### src/rtl/lsu_pkg.sv
// Shared types and helpers for the memory-stage load/store unit.
package lsu_pkg;

    typedef enum logic [1:0] {
        S_IDLE = 2'd0,
        S_REQ  = 2'd1,
        S_WAIT = 2'd2,
        S_DONE = 2'd3
    } lsu_state_t;

    localparam logic [2:0] F3_B  = 3'b000;
    localparam logic [2:0] F3_H  = 3'b001;
    localparam logic [2:0] F3_W  = 3'b010;
    localparam logic [2:0] F3_BU = 3'b100;
    localparam logic [2:0] F3_HU = 3'b101;

    // funct3[1:0] encodes the access size for both signed and unsigned forms
    function automatic logic [3:0] be_gen(input logic [2:0] funct3, input logic [1:0] addr);
        case (funct3[1:0])
            2'b00:   be_gen = 4'b0001 << addr;
            2'b01:   be_gen = 4'b0011 << addr;
            default: be_gen = 4'b1111;
        endcase
    endfunction

    function automatic logic is_legal(input logic is_load, input logic [2:0] funct3,
                                      input logic [1:0] addr);
        logic f3_ok;
        logic aligned;
        if (is_load)
            f3_ok = (funct3 == F3_B) || (funct3 == F3_H) || (funct3 == F3_W) ||
                    (funct3 == F3_BU) || (funct3 == F3_HU);
        else
            f3_ok = (funct3 == F3_B) || (funct3 == F3_H) || (funct3 == F3_W);
        case (funct3)
            F3_H, F3_HU: aligned = ~addr[0];
            F3_W:        aligned = (addr == 2'b00);
            default:     aligned = 1'b1;
        endcase
        is_legal = f3_ok & aligned;
    endfunction

endpackage

### src/rtl/load_extract.sv
// Selects the addressed lane of a read word and sign/zero-extends it.
module load_extract
    import lsu_pkg::*;
#(
    parameter int N = 32
) (
    input  logic [N-1:0] rdata,
    input  logic [2:0]   funct3,
    input  logic [1:0]   addr,
    output logic [N-1:0] data
);

    logic [7:0]  lane_b;
    logic [15:0] lane_h;

    always_comb begin
        lane_b = rdata[8*addr +: 8];
        lane_h = addr[1] ? rdata[31:16] : rdata[15:0];
        case (funct3)
            F3_B:    data = {{(N-8){lane_b[7]}}, lane_b};
            F3_BU:   data = {{(N-8){1'b0}}, lane_b};
            F3_H:    data = {{(N-16){lane_h[15]}}, lane_h};
            F3_HU:   data = {{(N-16){1'b0}}, lane_h};
            default: data = rdata;
        endcase
    end

endmodule

### src/rtl/mem_access_unit.sv
// Memory-stage load/store unit: dmem request/grant/response handshake,
// store lane replication, load extraction and pipeline stall.
module mem_access_unit
    import lsu_pkg::*;
#(
    parameter int N = 32
) (
    input  logic         clk,
    input  logic         rst_n,
    input  logic         MEMrdEn,
    input  logic         MEMwrEn,
    input  logic [2:0]   funct3,
    input  logic [N-1:0] ALUres,
    input  logic [N-1:0] RS2data,
    output logic         dmem_req,
    output logic         dmem_we,
    output logic [N-1:0] dmem_addr,
    output logic [3:0]   dmem_be,
    output logic [N-1:0] dmem_wdata,
    input  logic         dmem_gnt,
    input  logic         dmem_rvalid,
    input  logic [N-1:0] dmem_rdata,
    output logic [N-1:0] MEMread,
    output logic         stall,
    output logic         mem_err
);

    lsu_state_t  state, state_nxt;
    logic        access;
    logic        legal;
    logic        start;
    logic [2:0]  f3_q;
    logic [1:0]  alo_q;
    logic [N-1:0] wdata_rep;
    logic [N-1:0] load_word;

    assign access = MEMrdEn | MEMwrEn;
    assign legal  = is_legal(MEMrdEn, funct3, ALUres[1:0]);
    assign start  = (state == S_IDLE) & access & legal;

    always_comb begin
        case (funct3[1:0])
            2'b00:   wdata_rep = {4{RS2data[7:0]}};
            2'b01:   wdata_rep = {2{RS2data[15:0]}};
            default: wdata_rep = RS2data;
        endcase
    end

    load_extract #(.N(N)) u_extract (
        .rdata  (dmem_rdata),
        .funct3 (f3_q),
        .addr   (alo_q),
        .data   (load_word)
    );

    always_ff @(posedge clk or negedge rst_n) begin
        if (!rst_n)
            state <= S_IDLE;
        else
            state <= state_nxt;
    end

    always_comb begin
        state_nxt = state;
        case (state)
            S_IDLE: if (access && legal) state_nxt = S_REQ;
            S_REQ:  if (dmem_gnt) state_nxt = dmem_we ? S_DONE : S_WAIT;
            S_WAIT: if (dmem_rvalid) state_nxt = S_DONE;
            S_DONE: state_nxt = S_IDLE;
            default: state_nxt = S_IDLE;
        endcase
    end

    always_comb begin
        stall   = start | (state == S_REQ) | (state == S_WAIT);
        mem_err = (state == S_IDLE) & access & ~legal;
    end

    // Request fields stay in their registers after the grant; only req drops.
    always_ff @(posedge clk or negedge rst_n) begin
        if (!rst_n) begin
            dmem_req   <= 1'b0;
            dmem_we    <= 1'b0;
            dmem_addr  <= '0;
            dmem_be    <= 4'b0000;
            dmem_wdata <= '0;
            f3_q       <= 3'b000;
            alo_q      <= 2'b00;
            MEMread    <= '0;
        end else begin
            if (start) begin
                dmem_req   <= 1'b1;
                dmem_we    <= ~MEMrdEn;
                dmem_addr  <= {ALUres[N-1:2], 2'b00};
                dmem_be    <= be_gen(funct3, ALUres[1:0]);
                dmem_wdata <= wdata_rep;
                f3_q       <= funct3;
                alo_q      <= ALUres[1:0];
            end else if ((state == S_REQ) && dmem_gnt) begin
                dmem_req   <= 1'b0;
            end
            if ((state == S_WAIT) && dmem_rvalid)
                MEMread <= load_word;
        end
    end

endmodule

### config.mk
export PLATFORM = sky130hd
export DESIGN_NAME = mem_access_unit
export DESIGN_NICKNAME = d
export VERILOG_FILES = /design/src/rtl/lsu_pkg.sv /design/src/rtl/load_extract.sv /design/src/rtl/mem_access_unit.sv
export SDC_FILE = /design/constraint.sdc
export NUM_CORES = 1
export LEC_CHECK = 0
export ABC_AREA = 0
export CAP_MARGIN = 10
export CORE_MARGIN = 2
export CORE_UTILIZATION = 40
export CTS_CLUSTER_DIAMETER = 120
export DETAILED_ROUTE_END_ITERATION = 16
export PLACE_DENSITY = 0.87
export SYNTH_ARGS = -nofsm -noshare
export SYNTH_HDL_FRONTEND = slang
export SYNTH_SLANG_ARGS = --single-unit
### constraint.sdc
create_clock -name clk -period 1.9 [get_ports clk]
set_input_delay 0.38 -clock clk [delete_from_list [all_inputs] [get_ports clk]]
set_output_delay 0.38 -clock clk [all_outputs]
set_load 0.05 [all_outputs]
==> impl_metrics.csv <==
group,metric,value,unit
placed_design,place_inst,820,
cts,cts_tree,"built",
cts,path_clk_slew,0.07,ns
placed_design,hpwl,10900,um
placed_design,pre_cts_ws,-0.433,ns
outcome,violations,"negative setup slack",
detailed_routing,vias_per_cell,5.20,
layout,num-nets-final,765,
setup_path,worstReg2RegStart,"state[1]$_DFFE_PN0P_",
cts,htree_levels,3,
outcome,status,"complete, but fails checks",
die,fp.dieH,122,um
die,start_util,41.4,%
global_routing,grtUsageTotal,20.4,%
layout,num-fill-cells,1077,
detailed_routing,first_pass_iters,4,
yosys,avgSynthCellArea,12.8,um^2
layout,multi_input_area,0.00258,mm^2
setup_path,cp.required,1.52,ns
yosys,ys_warn_count,0,
layout,regArea,0.00268,mm^2
global_routing,grt_first_pass_wirelength,23500,um
hold_path,holdCritPathClass,"in -> async",
die,pin_count,209,
power,irDropWorstVdd,1.12,mV
layout,num_antenna_cells,0,
sta,max-slew-margin-rel,65.1,%
yosys,synth_cell_type_count,51,
setup_path,r2r_slack,0.13,ns
setup_path,cp-end-kind,"output pin",
detailed_routing,wl_per_cell,17.4,um
setup_path,cp_max_fo,4,
sta,setup-violations-final,2,
yosys,synthFlopType,"dfrtp_1",
global_routing,grt.overflow.total,0,
detailed_routing,via_count,4354,
sta,whs,0.477,ns
sta,finalHoldViolations,0,
global_routing,antenna_found_initial,0,
setup_path,crit_arrival,1.66,ns
die,die_w,122,um
cts,insertion_delay,0.35,ns
sta,skew,0.00866,ns
die,num_rows,42,
yosys,synth-edff-count,0,
cts,root_buffer,"clkbuf_16",
die,core-area,0.0133,mm^2
layout,postLayoutCellArea,0.00813,mm^2
cts,cts_made_buffers,9,
global_routing,grt_max_degree,35,
yosys,netlist_instances,431,
job,drv_cap,0,
sta,rsz0062_at_grt,"true",
detailed_routing,drc,0,
yosys,yosysSeqAreaShare,48.4,%
layout,synthToLayoutAreaGrowth,47.0,%
detailed_routing,ant_nets,0,
global_routing,grt_pass1_vias,4676,
yosys,syn-cell-area,0.00553,mm^2
power,powerDensity,1910,mW/mm^2
layout,layout-drive-gt1-share,31.1,%
placed_design,post_dp_cell_area,0.00786,mm^2
layout,finalNonFillerCells,838,
power,p_leak,3.80,nW
placed_design,port_buffers,206,
cts,cts_sinks,107,
sta,fin_ws,-0.139,ns
sta,drv_slew,0,
yosys,ys_ff_latch,107,
detailed_routing,wl,14600,um
yosys,synthArstFlopShare,100,%
cts,clockBufferDepth,2,
sta,worstMarginPinSlew,0.526,ns
setup_path,reg2reg_to,"dmem_addr[15]$_DFFE_PN0P_",
placed_design,place.gp.congestion,0.871,
die,die_area,0.0148,mm^2
sta,max_freq,0.490,GHz
detailed_routing,drt_iter0_drc,288,
setup_path,startpoint_type,"flop",
setup_path,r2r_cells,7,
sta,finalCritPeriodShare,107,%
setup_path,critical_path_class,"reg -> out",
sta,period_minus_slack,2.04,ns
layer usage:
metal | wire length, um | vias to the layer above | track usage (%)
met3 | 1060 | 32 | 4.68
met5 | 0 | - | 0
li1 | - | 2005 | -
met1 | 5950 | 2119 | 25.2
met4 | 410 | 0 | 8.84
met2 | 7160 | 198 | 34.2
what timing repair did:
item                                   4_1_cts  5_1_grt
gates resized for setup                     70       13
endpoints found under the hold margin       20        0
pin swaps                                    2        0
setup buffers                                1        0
hold buffers                                 1        0
setup endpoints to repair                   92       16
sequential cells by signal, summed over array words and instances, names as in the netlist:
name / cells
f3_q: 3
dmem_be: 4
state: 2
dmem_wdata: 32
MEMread: 32
dmem_req: 1
dmem_addr: 30
dmem_we: 1
alo_q: 2
worst max-delay path by stage:
| stage | from | slack [ns] | to |
|---|---|---|---|
| after floorplan | state[0]$_DFFE_PN0P_ | 0.008 | stall |
| after global placement | funct3[2] | -0.36 | dmem_wdata[2]$_DFFE_PN0P_ |
| after detailed placement | funct3[2] | -0.43 | dmem_wdata[2]$_DFFE_PN0P_ |
| after CTS | state[0]$_DFFE_PN0P_ | -0.15 | mem_err |
| after global routing | state[0]$_DFFE_PN0P_ | -0.19 | stall |
| final | state[1]$_DFFE_PN0P_ | -0.14 | stall |
report_power, final:
part / total [mW] / switching (mW) / leakage [nW] / internal (mW)
sequential: 4.20 / 0.763 / 1.27 / 3.43
combinational: 9.61 / 6.01 / 2.40 / 3.61
clock: 1.75 / 0.862 / 0.128 / 0.890
worst max-delay path: stages (launching register included):
cell and delay, ns:
dfrtp_1 0.41, inv_2 0.08, ha_4 0.18, o21ai_4 0.10, nor2_8 0.04, or3_4 0.34, buf_12 0.16
cells by family (layout without fill, tap and decap cells):
| family | after synthesis | in the layout | share of synthesized area (%) |
|---|---|---|---|
| compound gates | 94 | 94 | 11.2 |
| buf+inv | 48 | 278 | 6.02 |
| flops | 107 | 107 | 48.4 |
| fa+ha+maj | 3 | 3 | 0.679 |
| mux | 112 | 112 | 27.2 |
| other cells | 1 | 2 | 0.0678 |
| simple gates | 66 | 66 | 6.36 |
layout by cell type, fill, tap and decap left out, drive strengths merged, types with 2 or more instances in the layout:
cell type	count
nand2b	4
o22ai	8
o31ai	2
nor4	2
clkdlybuf4s50	96
nor2	21
clkinv	4
and2	2
clkinvlp	2
buf	78
dfrtp	107
a211oi	3
clkbuf	10
a31oi	2
inv	15
o21bai	3
ha	3
mux2i	17
a221o	7
nor4b	2
nor3	3
nand2	20
dlygate4sd2	64
a222oi	4
a21oi	40
and3	6
conb	2
o21ai	17
dlymetal6s2s	8
mux2	94
metrics by stage:
| step | TNS, ns | power [mW] | util, % |
|---|---|---|---|
| 6_report | -0.255 | 15.6 | 60.9 |
| 5_1_grt | -0.352 | 16.3 | 60.9 |
| 4_1_cts | -0.294 | 15.6 | 60.7 |
| 3_5_place_dp | -32.31 | 14.2 | 58.9 |
| 3_3_place_gp | -26.36 | 14.0 | 58.9 |
| 2_1_floorplan | 0 | 11.0 | - |
synthesized netlist by cell type (2+ instances only):
cell type	count	share of area, %
a31oi_1	2	0.23
a222oi_1	4	0.72
nand2_1	20	1.4
and3_1	6	0.68
mux2_2	26	5.3
buf_6	3	0.61
inv_1	15	1.0
clkbuf_1	14	0.95
buf_12	7	2.5
a221o_1	7	1.3
buf_4	3	0.41
nor2_1	20	1.4
nand2b_1	4	0.45
and2_1	2	0.23
nor4b_1	2	0.32
a211oi_1	3	0.41
mux2_4	68	18
buf_2	4	0.36
buf_1	2	0.14
o31ai_1	2	0.27
ha_1	3	0.68
o21ai_0	16	1.4
dfrtp_1	107	48
nor3_1	2	0.18
mux2i_1	17	3.1
a21oi_1	38	3.4
o21bai_1	3	0.41
o22ai_1	8	0.91
area by class of cell:
cell class	count	share of cell area, %
flip-flops and latches	107	32.9
multi-input cells	277	31.7
inverters	15	0.692
clock buffers	10	2.82
repair buffers	247	28.6
well taps	176	2.71
clock inverters	6	0.523
No activity file was read; power rests on OpenSTA's default activity.
